File: config.mk
export PLATFORM = sky130hd
export DESIGN_NAME = j_serial_mac
export DESIGN_NICKNAME = d
export VERILOG_FILES = /design/src/rtl/j_mac_pkg.sv /design/src/rtl/j_serial_adder.sv /design/src/rtl/j_serial_mac.sv
export SDC_FILE = /design/constraint.sdc
export NUM_CORES = 1
export LEC_CHECK = 0
export CORE_MARGIN = 2
export CORE_UTILIZATION = 30
export DETAILED_ROUTE_END_ITERATION = 7
export PLACE_DENSITY_LB_ADDON = 0.2
export SKIP_CTS_REPAIR_TIMING = 1
export SLEW_MARGIN = 20
export SYNTH_ARGS = -nofsm -noshare
export SYNTH_HDL_FRONTEND = slang
export SYNTH_HIERARCHICAL = 1
export SYNTH_SLANG_ARGS = --single-unit
File: constraint.sdc
create_clock -name clk -period 6.1 [get_ports clk]
set_clock_uncertainty 0.2 [all_clocks]
set_input_delay 1.22 -clock clk [delete_from_list [all_inputs] [get_ports clk]]
set_output_delay 1.22 -clock clk [all_outputs]
set_load 0.05 [all_outputs]
File: src/rtl/j_mac_pkg.sv
// j_mac_pkg: shared widths and types for the bit-serial MAC cell
package j_mac_pkg;
    localparam int W_BITS    = 8;
    localparam int WORD_BITS = 32;
    typedef logic [W_BITS-1:0] weight_t;
endpackage

File: src/rtl/j_serial_adder.sv
// j_serial_adder: bit-serial full adder with registered carry and sum; carry reloads on init
module j_serial_adder (
    input  logic clk,
    input  logic reset,
    input  logic en,
    input  logic init,
    input  logic cin_init,
    input  logic a,
    input  logic b,
    output logic sum
);
    logic carry_q, carry_d, sum_q, sum_d, cin;
    always_comb begin
        cin = init ? cin_init : carry_q;
        {carry_d, sum_d} = en ? {1'b0, a} + {1'b0, b} + {1'b0, cin} : 2'b00;
    end
    always_ff @(posedge clk) begin
        if (reset) begin
            carry_q <= 1'b0;
            sum_q   <= 1'b0;
        end else begin
            carry_q <= carry_d;
            sum_q   <= sum_d;
        end
    end
    assign sum = sum_q;
endmodule

File: src/rtl/j_serial_mac.sv
// j_serial_mac: bit-serial result = data * w + acc (mod 2^32), signed weight held locally
module j_serial_mac
    import j_mac_pkg::*;
(
    input  logic clk,
    input  logic reset,
    input  logic accumulation,
    input  logic plus_one,
    input  logic clear_accu_control,
    input  logic dataflow_in,
    input  logic control1,
    input  logic update_w,
    input  logic mac_en,
    output logic result,
    output logic input_accu_adder
);
    weight_t           wreg_q, wreg_d;
    logic              neg_q, neg_d;
    logic [W_BITS:0]   p_q, p_d, s;
    logic              p1_q, p1_d, a1_q, a1_d, st1_q, st1_d, start;
    always_comb begin
        start  = plus_one | clear_accu_control;
        s      = (start ? '0 : p_q) + ((dataflow_in & ~update_w) ? {1'b0, wreg_q} : '0);
        wreg_d = update_w ? {dataflow_in, wreg_q[W_BITS-1:1]} : wreg_q;
        neg_d  = update_w ? ~control1 : neg_q;
        p_d    = mac_en ? s >> 1 : '0;
        p1_d   = mac_en & (s[0] ^ neg_q);
        a1_d   = mac_en & accumulation;
        st1_d  = mac_en & start;
    end
    always_ff @(posedge clk) begin
        if (reset) begin
            wreg_q <= '0;
            neg_q  <= 1'b0;
            p_q    <= '0;
            p1_q   <= 1'b0;
            a1_q   <= 1'b0;
            st1_q  <= 1'b0;
        end else begin
            wreg_q <= wreg_d;
            neg_q  <= neg_d;
            p_q    <= p_d;
            p1_q   <= p1_d;
            a1_q   <= a1_d;
            st1_q  <= st1_d;
        end
    end
    j_serial_adder u_add (
        .clk      (clk),
        .reset    (reset),
        .en       (mac_en),
        .init     (st1_q),
        .cin_init (neg_q),
        .a        (a1_q),
        .b        (p1_q),
        .sum      (result)
    );
    assign input_accu_adder = p1_q;
endmodule

==> results of run 1 <==
==> worst max path at each step <==
stage	cells after the start	start	endpoint
2_1_floorplan	8	dataflow_in	p_q[5]$_SDFF_PP0_
3_3_place_gp	9	update_w	p_q[5]$_SDFF_PP0_
3_5_place_dp	9	update_w	p_q[5]$_SDFF_PP0_
4_1_cts	9	update_w	p_q[5]$_SDFF_PP0_
6_report	9	update_w	p_q[5]$_SDFF_PP0_
5_1_grt	9	update_w	p_q[5]$_SDFF_PP0_
==> cell type report <==
class | count | area (sq um)
well taps | 48 | 60.1
clock buffers | 3 | 41.3
repair buffers | 10 | 100
flip-flops and latches | 22 | 440
fillers | 355 | 2270
multi-input cells | 90 | 666
clock inverters | 1 | 30.0
==> cell usage after synthesis (all sizes together) <==
cell type	count
nand3	1
o21ai	4
nor2b	2
dfxtp	22
a31o	1
a21oi	5
a211oi	3
mux2i	8
and2	18
ha	8
o211a	1
xnor2	3
nor3	4
nand2	3
fa	2
a311oi	1
and3b	2
xor2	1
nand2b	1
nor2	17
mux2	1
buf	2
a21o	2
o21a	2
==> state kept, by name, indices dropped and copies added (netlist names) <==
name and cells:
a1_q 1, input_accu_adder 1, neg_q 1, p_q 8, st1_q 1, u_add/carry_q 1
u_add/sum 1, wreg_q 8
==> power by group <==
| part | internal [mW] | total (mW) | leakage [nW] | switching [mW] |
|---|---|---|---|---|
| Sequential | 0.146 | 0.147 | 0.178 | 0.00158 |
| Combinational | 0.00954 | 0.0191 | 0.381 | 0.00951 |
| Clock | 0.0875 | 0.135 | 0.0357 | 0.0475 |
| Total | 0.243 | 0.302 | 0.595 | 0.0586 |
==> kinds of logic after synthesis <==
logic type | Yosys count | share of synthesized area [%]
compound gates | 19 | 12.2
flops | 22 | 39.5
fa+ha+maj | 10 | 12.6
xor+xnor | 4 | 3.14
simple gates | 48 | 23.2
mux | 9 | 8.52
buf+inv | 2 | 0.897
==> through the flow <==
stage	instances	util, %	total power, mW
global placement	170	35.1	0.170
global route	174	37.1	0.316
CTS	174	37.1	0.305
detailed placement	170	35.1	0.170
floorplan	114	-	0.161
finish	174	37.1	0.302
==> per-layer routing <==
| metal | routed length [microns] | global-route usage (%) |
|---|---|---|
| met1 | 916 | 13.9 |
| met2 | 951 | 17.9 |
| met3 | 71 | 1.39 |
| met4 | 29 | 6.38 |
| met5 | 0 | 0 |
==> placed cells by master, fill, tap and decap left out <==
| cell | count |
|---|---|
| dfxtp_1 | 22 |
| and2_1 | 18 |
| nor2_1 | 17 |
| clkdlybuf4s50_1 | 10 |
| mux2i_1 | 8 |
| ha_1 | 8 |
| a21oi_1 | 5 |
| nand2_1 | 3 |
| xnor2_1 | 3 |
| clkbuf_8 | 3 |
| nor2b_1 | 2 |
| o21ai_0 | 2 |
| nor3_1 | 2 |
| o21a_1 | 2 |
| nor3_2 | 2 |
| a21o_1 | 2 |
| a211oi_1 | 2 |
| o21ai_1 | 2 |
| fa_1 | 2 |
| and3b_1 | 2 |
| nand2b_1 | 1 |
| nand3_1 | 1 |
| a211oi_2 | 1 |
| a31o_1 | 1 |
| a311oi_2 | 1 |
| xor2_1 | 1 |
| o211a_1 | 1 |
| bufinv_16 | 1 |
| mux2_4 | 1 |
==> worst reg2reg max path, cell delays in order, from the launching register on <==
cell and delay [ns]:
dfxtp_1 0.32, and2_1 0.13, ha_1 0.22, fa_1 0.41
a21o_1 0.23, a31o_1 0.22, a211oi_1 0.24, nor2_1 0.07
==> flow_summary.ini, run 1 <==
[detailed_routing]
routedWlPerCell_microns = 11.3
vias_per_cell = 4.51
drc = 0
drt_iter0_drc = 55
via_count = 784
dr.pass1.iters = 4
totalWireLength_microns = 1970
drtAntennaViolNets = 0

[place]
hpwl_microns = 1520
dp_slack_ns = 1.93
numPortBuffers = 10
dpl_cell_area_sq_mm = 0.00127
place_congestion = 0.823

[finish]
nets = 146
design_area_sq_mm = 0.00134
diodes = 0
drive_gt1_share_pct = 7.14
area_growth_pct = 19.8

[hold_path]
hold_start = wreg_q[0]$_SDFFE_PP0P_
hold-path-cell-count = 2
whs_endpoint = wreg_q[0]$_SDFFE_PP0P_
worst_hold_path_type = register to register

[synthesis]
synth_seq_area_share_pct = 39.5
synth_area_sq_mm = 0.00112
yosysTopAreaCell = dfxtp_1
synth.avg_cell_area_sq_um = 9.79
yosys.area.top_type_share_pct = 39.5
synth_area_leaders = dfxtp_1 (39%), and2_1 (10%), ha_1 (9.0%), mux2i_1 (7.2%), nor2_1 (5.7%)
syn_inst = 114
yosysWarnings = 6
synth-seq-cells = 22
yosysUniqueCellTypes = 27
syn_nets = 133

[timing]
drv_slew = 0
timing_hold_violations_final = 0
hold_slack_ns = 0.300
min_period_ns = 3.88
fin_ws_ns = 2.22
setup_tns_ns = 0
tightest_slew_ns = 0.538
slew_headroom_pct = 64.0
rsz0062_at_grt = false
final.period_utilization_pct = 63.5
fmax_ghz = 0.258
finalSetupViolCount = 0

[global_route]
grt_antenna_before_repair = 0
grt_pass1_vias = 755
grt_max_degree = 14
grt-ovfl-total = 0
grt_first_pass_wirelength_microns = 3530
grt_use_total_pct = 11.0

[power]
p_per_area_mw_per_mm2 = 226
ir_drop_uv = 69.9
p_leak_nw = 0.595

[setup_path]
rr_worst_depth = 7
ff2ff_setup_slack_ns = 3.96
crit_buf_inv = 1
rr_endpoint = p_q[5]$_SDFF_PP0_
required_ns = 6.06
r2r-start = wreg_q[0]$_SDFFE_PP0P_
worstSetupPathType = input port to register
crit_fanout = 11
critPathCaptureType = register
cpLargestDelayFamily = buffers and inverters
start_kind = input port
critPathMaxStageDelay_ns = 0.81
cp_cell_sequence = clkdlybuf4s50_1 > nor2b_1 > and2_1 > ha_1 > fa_1 > a21o_1 > a31o_1 > a211oi_1 > nor2_1
worstPathArrival_ns = 3.83
crit_slowest_cell = clkdlybuf4s50_1

[clock_network]
clkTransAtPathRegs_ns = 0.08
cts_sinks = 22
htree_levels = 1
cts_buffers = 3
cts-root-buf = clkbuf_8
insertion_delay_ns = 0.26
clk_path_buf_depth = 2
cts_tree = done

[flow_run]
drv_cap = 0

[floorplanning]
start_util_pct = 31.0
die_width_microns = 65.0
io_pins = 11
fp.dieH_microns = 65.0
die_area_sq_mm = 0.00422
core_area_sq_mm = 0.00361
num_rows = 22

[outcome]
status = complete, no violations
Power figures use the tool's default switching activity.
==> run 2, diff against run 1 <==
- clock period: 6.1 -> 3.8 ns (I/O delays scaled with it)
==> run 2 against run 1 <==
Power up 37%. Wire length up 5.0%. Critical endpoint unchanged. Design area shrank 1.1%.
==> flow_summary.ini, run 2 (synthesis gave the netlist of run 1 again) <==
[setup_path]
required_ns = 3.76
r2r-start = p_q[0]$_SDFF_PP0_
rr_endpoint = p_q[5]$_SDFF_PP0_
worstPathArrival_ns = 2.92
critPathMaxStageDelay_ns = 0.41
critPathCaptureType = register
crit_fanout = 8
cp_cell_sequence = clkdlybuf4s50_1 > nor2b_1 > and2_1 > ha_1 > fa_1 > a21o_1 > a31o_1 > a211oi_1 > nor2_1
start_kind = input port
rr_worst_depth = 7
crit_slowest_cell = clkdlybuf4s50_1
ff2ff_setup_slack_ns = 1.67
worstSetupPathType = input port to register

[finish]
area_growth_pct = 18.5
design_area_sq_mm = 0.00132
nets = 148
diodes = 0
final_common_cell = dfxtp_1
reg_top3 = p_q x8, wreg_q x8
final_cell_mix = dfxtp_1 (22), and2_1 (18), nor2_1 (17)
fin_cells = 175
drive_gt1_share_pct = 7.87

[floorplanning]
die_width_microns = 65.0
core_area_sq_mm = 0.00361
start_util_pct = 31.0
io_pins = 11
fp.dieH_microns = 65.0
die_area_sq_mm = 0.00422
num_rows = 22

[clock_network]
clk_path_buf_depth = 2
cts-root-buf = clkbuf_8
cts_sinks = 22
cts_buffers = 3
insertion_delay_ns = 0.26
clkTransAtPathRegs_ns = 0.08
htree_levels = 1
cts_tree = done

[power]
p_per_area_mw_per_mm2 = 311
p_leak_nw = 0.591
ir_drop_uv = 107

[place]
place_inst = 172
hpwl_microns = 1670
numPortBuffers = 10
place_congestion = 0.819
dpl_cell_area_sq_mm = 0.00128

[global_route]
grt-ovfl-total = 0
grt_pass1_vias = 861
grt_antenna_before_repair = 0
grt_use_total_pct = 11.8
grt_first_pass_wirelength_microns = 3750
grt_max_degree = 14

[detailed_routing]
drt_iter0_drc = 27
wl_met3_microns = 40
vias_per_cell = 4.59
drc = 0
totalWireLength_microns = 2070
routedWlPerCell_microns = 11.8
m1WireLength_microns = 901
met2_length_microns = 1070
drtAntennaViolNets = 0
top_layer = met4
via_count = 803
dr.pass1.iters = 2

[timing]
final.period_utilization_pct = 78.0
slew_headroom_pct = 67.4
timing_hold_violations_final = 0
tightest_slew_ns = 0.487
drv_slew = 0
setup_tns_ns = 0
rsz0062_at_grt = false
fmax_ghz = 0.337
finalSetupViolCount = 0
min_period_ns = 2.96

[hold_path]
hold-path-cell-count = 2
worst_hold_path_type = register to register
whs_endpoint = wreg_q[0]$_SDFFE_PP0P_
hold_start = wreg_q[0]$_SDFFE_PP0P_

[flow_run]
drv_cap = 0

[outcome]
status = complete, no violations
==> run 2: worst max-delay path by stage <==
stage	from	endpoint	cells after the start	slack, ns
after floorplan	dataflow_in	p_q[5]$_SDFF_PP0_	8	1.11
after global placement	dataflow_in	p_q[5]$_SDFF_PP0_	9	0.59
after detailed placement	dataflow_in	p_q[5]$_SDFF_PP0_	9	0.55
after CTS	dataflow_in	p_q[5]$_SDFF_PP0_	9	0.82
after global routing	dataflow_in	p_q[5]$_SDFF_PP0_	9	0.65
final	dataflow_in	p_q[5]$_SDFF_PP0_	9	0.84
==> run 2: report_power, final <==
group          internal [mW]  total (mW)  switching, mW
clock                 0.0707       0.143         0.0725
combinational         0.0165      0.0316         0.0151
sequential             0.234       0.237        0.00261
total                  0.321       0.412         0.0903
==> run 2: area by class of cell <==
class,instances,area [sq um]
sequential,22,440
tap,48,60.1
timing repair buffer,12,115
fill,372,2280
multi-input combinational,90,666
clock buffer,3,41.3
==> run 2: worst max-delay path, delay by kind of cell <==
kind / cells / cell delay (ns)
buf+inv: 1 / 0.41
fa+ha+maj: 2 / 0.63
simple gates: 3 / 0.43
compound gates: 3 / 0.68
==> run 2: layer usage <==
metal	GRT usage [%]	vias up
met5	0	-
met2	21.3	11
met3	1.74	4
met4	7.45	0
li1	-	421
met1	12.7	367
==> run 2: through the flow <==
| step | worst slack, ns | power (mW) | util, % | hold WS (ns) |
|---|---|---|---|---|
| after global routing | 0.651 | 0.427 | 36.7 | 0.340 |
| after detailed placement | 0.546 | 0.275 | 35.5 | 0.279 |
| after floorplan | 1.11 | 0.259 | - | 0.252 |
| after CTS | 0.819 | 0.417 | 36.7 | 0.297 |
| after global placement | 0.591 | 0.274 | 35.5 | 0.275 |
| final | 0.837 | 0.412 | 36.7 | 0.292 |
